File: config.mk
export PLATFORM = sky130hd
export DESIGN_NAME = dmem_port_arbiter
export DESIGN_NICKNAME = d
export VERILOG_FILES = /design/src/rtl/dmem_arb_pkg.sv /design/src/rtl/dmem_req_mux.sv /design/src/rtl/dmem_port_arbiter.sv
export SDC_FILE = /design/constraint.sdc
export NUM_CORES = 1
export LEC_CHECK = 0
export BUFFER_PORTS_ARGS = -buffer_cell sky130_fd_sc_hd__buf_2
export CAP_MARGIN = 0
export CELL_PAD_IN_SITES_DETAIL_PLACEMENT = 1
export CELL_PAD_IN_SITES_GLOBAL_PLACEMENT = 1
export CORE_ASPECT_RATIO = 0.6
export CORE_UTILIZATION = 12
export CTS_CLUSTER_SIZE = 14
export DETAILED_ROUTE_END_ITERATION = 10
export MAX_ROUTING_LAYER = met4
export PLACE_DENSITY_LB_ADDON = 0.3
export SLEW_MARGIN = 15
export SYNTH_ARGS = -nofsm -noshare
export SYNTH_HDL_FRONTEND = slang
export SYNTH_SLANG_ARGS = --single-unit
File: constraint.sdc
create_clock -name clk -period 1.36 [get_ports clk]
set_clock_uncertainty 0.15 [all_clocks]
set_input_delay 0.136 -clock clk [delete_from_list [all_inputs] [get_ports clk]]
set_output_delay 0.136 -clock clk [all_outputs]
set_load 0.02 [all_outputs]
File: src/rtl/dmem_arb_pkg.sv
// Shared types and encodings for the data-memory port arbiter.
// Owner encoding plus the MemWrite/READMODE idle values seen by the Memory instance.
package dmem_arb_pkg;

  typedef enum logic [1:0] {
    IDLE    = 2'd0,
    OWN_CPU = 2'd1,
    OWN_LDR = 2'd2
  } owner_t;

  localparam logic [1:0] MEMWE_NONE = 2'b00;
  localparam logic [2:0] RM_WORD    = 3'd0;

endpackage

File: src/rtl/dmem_req_mux.sv
// Steers the granted requester's fields onto the memory port; combinational, no backpressure.
// With no grant the port is parked: no write, all other fields zero.
module dmem_req_mux
  import dmem_arb_pkg::*;
#(
  parameter int ADDR_W = 32,
  parameter int DATA_W = 32
) (
  input  logic              cpu_gnt,
  input  logic [1:0]        cpu_we,
  input  logic [2:0]        cpu_rmode,
  input  logic [ADDR_W-1:0] cpu_addr,
  input  logic [DATA_W-1:0] cpu_wdata,
  input  logic              ldr_gnt,
  input  logic [1:0]        ldr_we,
  input  logic [2:0]        ldr_rmode,
  input  logic [ADDR_W-1:0] ldr_addr,
  input  logic [DATA_W-1:0] ldr_wdata,
  output logic [1:0]        mem_we,
  output logic [2:0]        mem_rmode,
  output logic [ADDR_W-1:0] mem_addr,
  output logic [DATA_W-1:0] mem_wd
);

  always_comb begin
    mem_we    = MEMWE_NONE;
    mem_rmode = RM_WORD;
    mem_addr  = '0;
    mem_wd    = '0;
    if (cpu_gnt) begin
      mem_we    = cpu_we;
      mem_rmode = cpu_rmode;
      mem_addr  = cpu_addr;
      mem_wd    = cpu_wdata;
    end else if (ldr_gnt) begin
      mem_we    = ldr_we;
      mem_rmode = ldr_rmode;
      mem_addr  = ldr_addr;
      mem_wd    = ldr_wdata;
    end
  end

endmodule

File: src/rtl/dmem_port_arbiter.sv
// Registered req/gnt arbiter sharing one data-memory port between CPU and UART loader; 1-cycle grant latency.
// Loader wins ties but yields after MAX_HOLD grants; cpu_stall freezes the PC while waiting. ARB_STATS_EN adds stall_count.
module dmem_port_arbiter
  import dmem_arb_pkg::*;
#(
  parameter int ADDR_W   = 32,
  parameter int DATA_W   = 32,
  parameter int MAX_HOLD = 4
) (
  input  logic              clk,
  input  logic              reset,
  input  logic              cpu_req,
  input  logic [1:0]        cpu_we,
  input  logic [2:0]        cpu_rmode,
  input  logic [ADDR_W-1:0] cpu_addr,
  input  logic [DATA_W-1:0] cpu_wdata,
  output logic              cpu_gnt,
  output logic [DATA_W-1:0] cpu_rdata,
  output logic              cpu_stall,
  input  logic              ldr_req,
  input  logic [1:0]        ldr_we,
  input  logic [2:0]        ldr_rmode,
  input  logic [ADDR_W-1:0] ldr_addr,
  input  logic [DATA_W-1:0] ldr_wdata,
  output logic              ldr_gnt,
  output logic [DATA_W-1:0] ldr_rdata,
  output logic [1:0]        mem_we,
  output logic [2:0]        mem_rmode,
  output logic [ADDR_W-1:0] mem_addr,
  output logic [DATA_W-1:0] mem_wd,
  input  logic [DATA_W-1:0] mem_rd
`ifdef ARB_STATS_EN
  ,
  output logic [31:0]       stall_count
`endif
);

  localparam int HOLD_W = (MAX_HOLD > 1) ? $clog2(MAX_HOLD) : 1;
  localparam logic [HOLD_W-1:0] HOLD_LAST = HOLD_W'(MAX_HOLD - 1);

  owner_t            owner, owner_nxt;
  logic [HOLD_W-1:0] hold_cnt;

  // Grants are combinational on the registered owner so an async reset drops them at once.
  assign cpu_gnt   = (owner == OWN_CPU) && cpu_req;
  assign ldr_gnt   = (owner == OWN_LDR) && ldr_req;
  assign cpu_stall = cpu_req && !cpu_gnt;
  assign cpu_rdata = mem_rd;
  assign ldr_rdata = mem_rd;

  always_ff @(posedge clk or negedge reset) begin
    if (!reset) owner <= IDLE;
    else        owner <= owner_nxt;
  end

  always_comb begin
    owner_nxt = IDLE;
    if (cpu_req && ldr_req) begin
      if (owner == OWN_LDR && hold_cnt == HOLD_LAST) owner_nxt = OWN_CPU;
      else                                           owner_nxt = OWN_LDR;
    end else if (cpu_req) begin
      owner_nxt = OWN_CPU;
    end else if (ldr_req) begin
      owner_nxt = OWN_LDR;
    end
  end

  // Counts loader grants that the waiting CPU has had to sit through.
  always_ff @(posedge clk or negedge reset) begin
    if (!reset)                             hold_cnt <= '0;
    else if (!cpu_req || cpu_gnt)           hold_cnt <= '0;
    else if (ldr_gnt && hold_cnt != HOLD_LAST) hold_cnt <= hold_cnt + 1'b1;
  end

`ifdef ARB_STATS_EN
  always_ff @(posedge clk or negedge reset) begin
    if (!reset)                                stall_count <= '0;
    else if (cpu_stall && stall_count != '1)   stall_count <= stall_count + 32'd1;
  end
`endif

  dmem_req_mux #(
    .ADDR_W(ADDR_W),
    .DATA_W(DATA_W)
  ) u_mux (
    .cpu_gnt  (cpu_gnt),
    .cpu_we   (cpu_we),
    .cpu_rmode(cpu_rmode),
    .cpu_addr (cpu_addr),
    .cpu_wdata(cpu_wdata),
    .ldr_gnt  (ldr_gnt),
    .ldr_we   (ldr_we),
    .ldr_rmode(ldr_rmode),
    .ldr_addr (ldr_addr),
    .ldr_wdata(ldr_wdata),
    .mem_we   (mem_we),
    .mem_rmode(mem_rmode),
    .mem_addr (mem_addr),
    .mem_wd   (mem_wd)
  );

  // Requesters must hold req until granted.
  a_cpu_hold: assert property (@(posedge clk) disable iff (!reset)
    (cpu_req && !cpu_gnt) |=> cpu_req);
  a_ldr_hold: assert property (@(posedge clk) disable iff (!reset)
    (ldr_req && !ldr_gnt) |=> ldr_req);

endmodule
Word-level counts from Yosys, hierarchy flattened
Index checks and enable logic that the tools add are counted.
- register bits after elaboration: 4
- latch bits: 0
- RAM bits: 0
- memory bits (read-only): 0
- logic and storage cells: 31
- memories kept: 0
- $add $sub $neg: 1
- multiply operators: 0
- div/mod/pow operators: 0
- order comparisons: 0
- equality and inequality tests: 4
- shifts and indexed selects: 0
- muxes and demuxes: 14
- bitwise operators: 0
- reduce and logical (&&, ||, !) cells: 10
- operator list (cell ; count):
    32-bit two-way mux ; 4
    2-bit two-way mux ; 8
    1-bit logical AND ; 6
    3-bit two-way mux ; 2
    2-bit equality test, second input constant ; 2
    2-bit by 1-bit adder with 2-bit output, second input constant ; 1
    2-bit by 1-bit equality test with 1-bit output, second input constant ; 1
    1-bit logical NOT ; 2
    2-bit inequality test, second input constant ; 1
    2-bit nonzero test ; 1
    1-bit logical OR ; 1

Depth between registers and ports, before layout
Gate-level depths: netlist (run 1).
- word-level depth: 5
- depth in mapped cells: 5

Modules after synthesis
Synthesis (run 1) repeated with hierarchy kept, for this count alone.
- cells, all modules: 171
- area, all modules: 1402.6 um2
- by module, submodules not included (module ; instances ; cells an instance ; area an instance (um2) ; sequential area each (um2)):
    dmem_req_mux ; 1 ; 89 ; 720.7 ; 0.0
    dmem_port_arbiter ; 1 ; 82 ; 681.9 ; 100.1

Least setup slack after synthesis (run 1)
Ideal clock, no wire load.
- kind: reg-to-output
- from: reg owner[1]
- to: out mem_wd[22]
- arrival: 1.247 ns
- slack: -0.173 ns
- cell stages (with the launch flop): 4
- buffers on the path: 1
- cell sequence: dfrtp_1 > nor3b_4 > buf_6 > a22o_1
- elaborated cells between the ends (all ways): 6
- RTL lines (what ; line ; text):
    start: declaration ; dmem_port_arbiter.sv:41 ; owner_t owner, owner_nxt;
    start signal: assignment ; dmem_port_arbiter.sv:53 ; else owner <= owner_nxt;
    2-bit by 1-bit equality test with 1-bit output ; dmem_port_arbiter.sv:45 ; assign cpu_gnt = (owner == OWN_CPU) && cpu_req;
    1-bit logical AND ; dmem_port_arbiter.sv:45 ;
    net cpu_gnt ; dmem_port_arbiter.sv:17 ; output logic cpu_gnt,
    32-bit two-way mux ; dmem_req_mux.sv:30 ; if (cpu_gnt) begin
    end: declaration ; dmem_port_arbiter.sv:30 ; output logic [DATA_W-1:0] mem_wd,
The timed path passes the listed nets, and every way through them passes these cells.

Final worst setup path (run 1)
- from: reg owner[1]
- to: out mem_wd[20]
- cells in the longest elaborated chain, start to end: 4
- elaborated cells between the ends (all ways): 6
- ends and longest elaborated chain (what ; line ; text):
    2-bit equality test ; dmem_port_arbiter.sv:46 ; assign ldr_gnt = (owner == OWN_LDR) && ldr_req;
    1-bit logical AND ; dmem_port_arbiter.sv:46 ;
    32-bit two-way mux ; dmem_req_mux.sv:35 ; end else if (ldr_gnt) begin
    32-bit two-way mux * ; dmem_req_mux.sv:30 ;
Every way passes the cells marked *; elsewhere a longest branch is shown, timed or not.

==> Implementation_results.wiki, run 1 <==
{| class="wikitable"
! Metric !! Value
|-
| Run status || finished with violations
|-
| Violated checks || setup timing
|-
| Register bit count reported by yosys || 4
|-
| Critical path data arrival time || 1540 ps
|-
| Max_slew headroom || 80.94%
|-
| Proportion of netlist area held by the largest area contributor || 42.71%
|-
| Syn. warnings || 0
|-
| Power Internal || 0.0009829 W
|-
| Standard-cell row count || 30
|-
| Total I/O pin count || 310
|-
| Final Total Pwr || 0.001458 W
|-
| Post-synth ARST share || 100.0%
|-
| Residual antenna-violating net count after detailed routing || 0
|-
| 1st-iter DRT viols || 67
|-
| CTS Buffer Depth || 2
|-
| Total half-perimeter wirelength after legalization and detailed placement || 5.965 mm
|-
| Clock insertion delay at the later pin of the skew report || 220 ps
|-
| Setup repair after global routing missed its margin || yes
|-
| Kind of capture point of the worst setup path || output pin
|-
| Largest net degree at the start of global routing || 37
|-
| Detailed Route WL || 7.868 mm
|-
| Global-route wire length before repair || 10.18 mm
|-
| Final instance area || 2912 µm²
|-
| Sequential-to-total area share from yosys stat || 7.073%
|-
| Worst Tran Pin Value || 282.2 ps
|-
| Die X || 142.2 µm
|-
| TritonCTS sink count || 4
|-
| Detailed-router iteration count before antenna repair || 4
|-
| Remaining Overflow, GRT || 0
|-
| Max-cap violations || 0
|-
| Type of the tightest min-delay check || input pin to register
|-
| Hold violation count in the final report || 0
|-
| Clock input transition at the sequential cells of the worst setup and hold paths || 30 ps
|-
| Critical path start-end classification || register to output pin
|-
| Worst IR drop on VDD || 0.0006078 V
|-
| Root cell of the clock tree || sky130_fd_sc_hd__clkbuf_16
|-
| Required time of the critical path || 1070 ps
|-
| Largest area contributor in the synthesized netlist || sky130_fd_sc_hd__a22o_1
|-
| Detailed-route via count || 1906
|-
| Antenna cell count || 0
|-
| Timing-limited maximum frequency || 546.7 MHz
|-
| Crit start category || register
|-
| Via count of the first global-routing pass || 1825
|-
| Drt wl/cell || 16.32 µm
|-
| Synth top cells by count || sky130_fd_sc_hd__a22o_1, sky130_fd_sc_hd__buf_4, sky130_fd_sc_hd__buf_2
|-
| Fraction of layout instances using a drive strength above 1 || 78.26%
|-
| Clock power share || 31.5%
|-
| Sw frac || 32.59%
|-
| Residual DRC || 0
|-
| Worst Reg-to-Reg Cells || 4
|-
| Initial core utilization || 12.44%
|-
| Final Setup Violations || 73
|-
| Initial antenna violation count || 0
|-
| Final layout net count || 499
|-
| Die Outline Area || 12250 µm²
|-
| Number of cells on the worst hold path || 2
|-
| Setup slack after layout || -469.3 ps
|-
| Die extent in y || 86.12 µm
|-
| Synthesized instance count || 166
|-
| Placer Congestion || 0.6922
|-
| Net switching component of the power || 0.0004752 W
|-
| Port buffer count || 213
|-
| Dominant cell by count in the synthesized netlist || sky130_fd_sc_hd__a22o_1
|-
| P per Cell Area || 500.8 nW/µm²
|-
| Htree depth || 1
|-
| Number of enable-type register cells in the synthesized netlist || 0
|-
| Maximum fanout along the worst path || 9
|-
| Part of the total power dissipated in combinational logic || 59.6%
|-
| Predominant post-synthesis flop cell || sky130_fd_sc_hd__dfrtp_1
|-
| Top cells by area in the synthesized netlist || sky130_fd_sc_hd__a22o_1, sky130_fd_sc_hd__buf_4, sky130_fd_sc_hd__dfrtp_1
|-
| Share of the clock period used by the worst path || 134.5%
|-
| Static leakage || 1.553 nW
|-
| Vias per Instance || 3.954
|-
| Post-synthesis net count || 341
|-
| Tmin final || 1829 ps
|-
| Post-placement cell area || 2282 µm²
|-
| Area of the core region || 11370 µm²
|-
| Part of the power in registers || 8.9%
|-
| Yosys cell types || 17
|-
| Final number of max-transition violations || 0
|-
| Fill cell instance count of the final layout || 1377
|-
| Average cell area after synthesis || 8.525 µm²
|-
| Total GRT Usage || 10.99%
|-
| Netlist area before placement || 1415 µm²
|-
| Num CTS Buffers || 3
|-
| Growth of design area from synthesis to finish || 105.7%
|-
| TritonCTS clock tree || done
|}
critical path: stages (launching register included):
cell                        delay (ps)
sky130_fd_sc_hd__dfrtp_1           410
sky130_fd_sc_hd__and3_4            220
sky130_fd_sc_hd__buf_12            140
sky130_fd_sc_hd__clkbuf_16         160
sky130_fd_sc_hd__a22o_1            240
sky130_fd_sc_hd__buf_6             130
cell usage in the layout (no fill, tap or decap), drive strengths merged:
cell type and n:
a22o 69, a41oi 1, and3 1, and4bb 1, buf 228, clkbuf 6
dfrtp 4, dlygate4sd3 1, ha 1, inv 3, mux2i 1, nor2 2
nor2b 1, nor3b 1, o21ai 1, xnor2 1
registers in the layout (all words and copies together), names as in the netlist:
name / count
hold_cnt: 2
owner: 2
what timing repair did:
| action | CTS | global route |
|---|---|---|
| pin swaps | 1 | 3 |
| hold buffers | 1 | 0 |
| setup endpoints to repair | 73 | 74 |
| gates cloned | 1 | 4 |
| setup buffers | 2 | 3 |
| gates resized for setup | 91 | 29 |
| endpoints found under the hold margin | 4 | 0 |
power by group through the flow:
stage	registers (W)	logic, W	clock network [W]
2_1_floorplan	0.000131	0.000611	0
6_report	0.000130	0.000869	0.000459
3_3_place_gp	0.000131	0.000682	0
5_1_grt	0.000131	0.000923	0.000477
3_5_place_dp	0.000131	0.000692	0
4_1_cts	0.000130	0.000799	0.000463
per-layer routing:
| layer | routed length [µm] | track usage (%) | up-vias |
|---|---|---|---|
| met5 | 0 | - | - |
| met4 | 50 | 2.248 | 0 |
| met3 | 682 | 4.188 | 11 |
| met2 | 3668 | 16.98 | 106 |
| met1 | 3466 | 13.55 | 911 |
| li1 | - | - | 878 |
area by class of cell:
| cell class | count | area, µm² | share of cell area [%] |
|---|---|---|---|
| clock buffers | 3 | 75.07 | 2.578 |
| inverters | 3 | 11.26 | 0.3868 |
| multi-input cells | 80 | 818.3 | 28.10 |
| flip-flops and latches | 4 | 100.1 | 3.438 |
| well taps | 160 | 200.2 | 6.876 |
| repair buffers | 232 | 1707 | 58.62 |
logic make-up after synthesis:
kind of cell / count (synthesis) / share of synthesized area (%)
mux: 1 / 0.7074
simple gates: 6 / 3.892
buf+inv: 82 / 43.15
flops: 4 / 7.074
compound gates: 71 / 43.68
fa+ha+maj: 1 / 0.8840
xor+xnor: 1 / 0.6190
metrics by stage:
| step | setup WS (ps) | util, % | TNS (ps) | cells | hold WS, ps |
|---|---|---|---|---|---|
| after floorplan | -157.6 | - | -10670 | 166 | -309.6 |
| after global placement | -236.1 | 20.07 | -12240 | 469 | -204.7 |
| after detailed placement | -265.7 | 20.07 | -13750 | 469 | -202.9 |
| after global routing | -511.0 | 25.60 | -33640 | 482 | 104.0 |
| after CTS | -429.5 | 23.61 | -27420 | 476 | 74.82 |
| final | -469.3 | 25.60 | -28440 | 482 | 74.53 |
final timing paths:
| path | start | to | slack (ps) |
|---|---|---|---|
| hold / removal | cpu_req | owner[0] | 70 |
| setup / recovery | owner[1] | mem_wd[20] | -470 |
| max in group asynchronous | reset | hold_cnt[0] | 830 |
| setup reg to reg | hold_cnt[1] | hold_cnt[1] | -70 |
| hold reg to reg | hold_cnt[1] | hold_cnt[1] | 400 |
| min in group asynchronous | reset | owner[0] | 100 |
(Power assumes the default switching activity.)
==> inputs of run 2 (changes only) <==
Settings changed: SETUP_SLACK_MARGIN from default to 0.05.
==> Implementation_results.wiki, run 2 (synthesis results as in run 1) <==
{| class="wikitable"
! Metric !! Value
|-
| Beginning of the worst register-to-register path || owner[1]
|-
| Top Registers || hold_cnt (2), owner (2)
|-
| Total GRT Usage || 13.01% (+2.0 points)
|-
| Hold_sp || cpu_req
|-
| Worst IR drop on VDD || 0.0004389 V (-28%)
|-
| Via count of the first global-routing pass || 2030 (+11%)
|-
| Max-cap violations || 0 (unchanged)
|-
| Initial antenna violation count || 0 (unchanged)
|-
| Die X || 142.2 µm (unchanged)
|-
| Total I/O pin count || 310 (unchanged)
|-
| Crit start category || register
|-
| Post-placement cell area || 2277 µm² (-0.22%)
|-
| Clock input transition at the sequential cells of the worst setup and hold paths || 30 ps (about the same)
|-
| Share of the clock period used by the worst path || 135.3% (+0.79 points)
|-
| Global-route wire length before repair || 11.73 mm (+15%)
|-
| Root cell of the clock tree || sky130_fd_sc_hd__clkbuf_16
|-
| Fraction of layout instances using a drive strength above 1 || 79.10% (+0.84 points)
|-
| Worst Tran Pin Value || 174.8 ps (-107.4 ps)
|-
| Num CTS Buffers || 3 (unchanged)
|-
| Hold violation count in the final report || 0 (unchanged)
|-
| Critical path data arrival time || 1550 ps (about the same)
|-
| Die Outline Area || 12250 µm² (unchanged)
|-
| Worst Reg-to-Reg Cells || 5 (+1)
|-
| Most common cell after layout, fill and taps aside || sky130_fd_sc_hd__buf_2
|-
| Placer Congestion || 0.7589 (+9.6%)
|-
| Placed cell count || 470 (+0.21%)
|-
| Tmin final || 1840 ps (+10.73 ps)
|-
| Max_slew headroom || 88.35% (+7.4 points)
|-
| Critical path startpoint || owner[0]
|-
| Detailed-router iteration count before antenna repair || 4 (unchanged)
|-
| Detailed Route WL || 8.964 mm (+14%)
|-
| Die extent in y || 86.12 µm (unchanged)
|-
| CTS Buffer Depth || 2 (unchanged)
|-
| Kind of capture point of the worst setup path || output pin
|-
| Clock insertion delay at the later pin of the skew report || 220 ps (about the same)
|-
| Critical path start-end classification || register to output pin
|-
| Largest net degree at the start of global routing || 35 (-5.4%)
|-
| Residual DRC || 0 (unchanged)
|-
| Htree depth || 1 (unchanged)
|-
| Violated checks || setup timing
|-
| Type of the tightest min-delay check || input pin to register
|-
| Drt wl/cell || 18.11 µm (+11%)
|-
| Static leakage || 1.655 nW (+6.6%)
|-
| Setup slack after layout || -480.0 ps (-10.73 ps)
|-
| Antenna cell count || 0 (unchanged)
|-
| Required time of the critical path || 1070 ps (about the same)
|-
| Setup repair after global routing missed its margin || yes
|-
| WHS || 78.37 ps (+3.843 ps)
|-
| Most frequent cells in the layout || sky130_fd_sc_hd__buf_2, sky130_fd_sc_hd__buf_6, sky130_fd_sc_hd__a22o_1
|-
| Reg-to-Reg End || hold_cnt[1]
|-
| Growth of design area from synthesis to finish || 124.6%
|-
| Count of non-filler cells in the finished layout || 495 (+2.7%)
|-
| Final instance area || 3178 µm² (+9.2%)
|-
| Vias per Instance || 3.960 (+0.13%)
|-
| Run status || finished with violations
|-
| Maximum fanout along the worst path || 4 (-5)
|-
| Initial core utilization || 12.44% (unchanged)
|-
| Total half-perimeter wirelength after legalization and detailed placement || 6.130 mm (+2.8%)
|-
| Final layout net count || 512 (+2.6%)
|-
| Residual antenna-violating net count after detailed routing || 0 (unchanged)
|-
| Final number of max-transition violations || 0 (unchanged)
|-
| Detailed-route via count || 1960 (+2.8%)
|-
| P per Cell Area || 479.9 nW/µm² (-4.2%)
|-
| Remaining Overflow, GRT || 0 (unchanged)
|-
| Final Setup Violations || 73 (unchanged)
|-
| 1st-iter DRT viols || 46 (-31%)
|-
| Timing-limited maximum frequency || 543.5 MHz (-0.58%)
|-
| Area of the core region || 11370 µm² (unchanged)
|-
| Number of cells on the worst hold path || 2 (unchanged)
|-
| Worst Hold Endpoint || owner[0]
|-
| Standard-cell row count || 30 (unchanged)
|-
| Post-placement worst setup slack || -300.4 ps (-34.75 ps)
|-
| Port buffer count || 213 (unchanged)
|-
| Flop-to-flop setup slack || -60 ps (about the same)
|-
| TritonCTS clock tree || done
|-
| TritonCTS sink count || 4 (unchanged)
|}
==> run 2: changes by cell type in the layout (fill, tap and decap cells not counted), sizes merged <==
cell	delta
buf	+12
clkbuf	+1
==> run 2: per-stage QoR <==
step	TNS [ps]	utilization [%]	power [W]
4_1_cts	-28970	26.27	0.001485
5_1_grt	-36140	27.94	0.001598
2_1_floorplan	-10670	-	0.0007428
3_5_place_dp	-15850	20.02	0.0008220
6_report	-31330	27.94	0.001525
3_3_place_gp	-15250	20.02	0.0008177
==> run 2: timing repair <==
item | 4_1_cts | 5_1_grt
resized for setup | 136 | 15
hold buffers | 1 | 0
gates cloned | 5 | 5
setup endpoints to repair | 74 | 75
setup buffers | 8 | 5
pin swaps | 3 | 10
endpoints found under the hold margin | 4 | 0
==> run 2: final cells by class <==
| type | count | area, µm² |
|---|---|---|
| fill | 1337 | 8195 |
| timing repair buffer | 245 | 1982 |
| multi-input combinational | 80 | 809.5 |
| tap | 160 | 200.2 |
| sequential | 4 | 100.1 |
| clock buffer | 3 | 75.07 |
| inverter | 3 | 11.26 |
==> run 2: worst max-delay path: stages (launching register included) <==
cell                        delay, ps
sky130_fd_sc_hd__dfrtp_1          390
sky130_fd_sc_hd__inv_2            100
sky130_fd_sc_hd__nor3b_4           50
sky130_fd_sc_hd__buf_4            150
sky130_fd_sc_hd__buf_12           140
sky130_fd_sc_hd__clkbuf_16        150
sky130_fd_sc_hd__a22o_4           210
sky130_fd_sc_hd__buf_6            130
==> run 2: layer usage <==
layer | up-vias | track usage (%) | share of wire, %
met5 | - | - | 0
met4 | 0 | 1.955 | 0.51
met3 | 11 | 5.081 | 10
met2 | 117 | 19.30 | 44
met1 | 922 | 16.81 | 45
li1 | 910 | - | -
==> run 2: power breakdown <==
| part | leakage [nW] | switching, W | internal [W] |
|---|---|---|---|
| combinational | 1.57 | 0.000412 | 0.000533 |
| clock | 0.0370 | 0.0000746 | 0.000375 |
| sequential | 0.0520 | 0.00000482 | 0.000126 |
| total | 1.66 | 0.000492 | 0.00103 |
==> run 2: how the worst max path moves through the flow <==
stage | end | slack (ps) | cells after the start
after detailed placement | mem_addr[22] | -300 | 5
after floorplan | mem_addr[0] | -160 | 3
after CTS | mem_wd[30] | -460 | 5
after global routing | mem_addr[11] | -530 | 7
after global placement | mem_addr[22] | -280 | 5
final | mem_wd[29] | -480 | 7
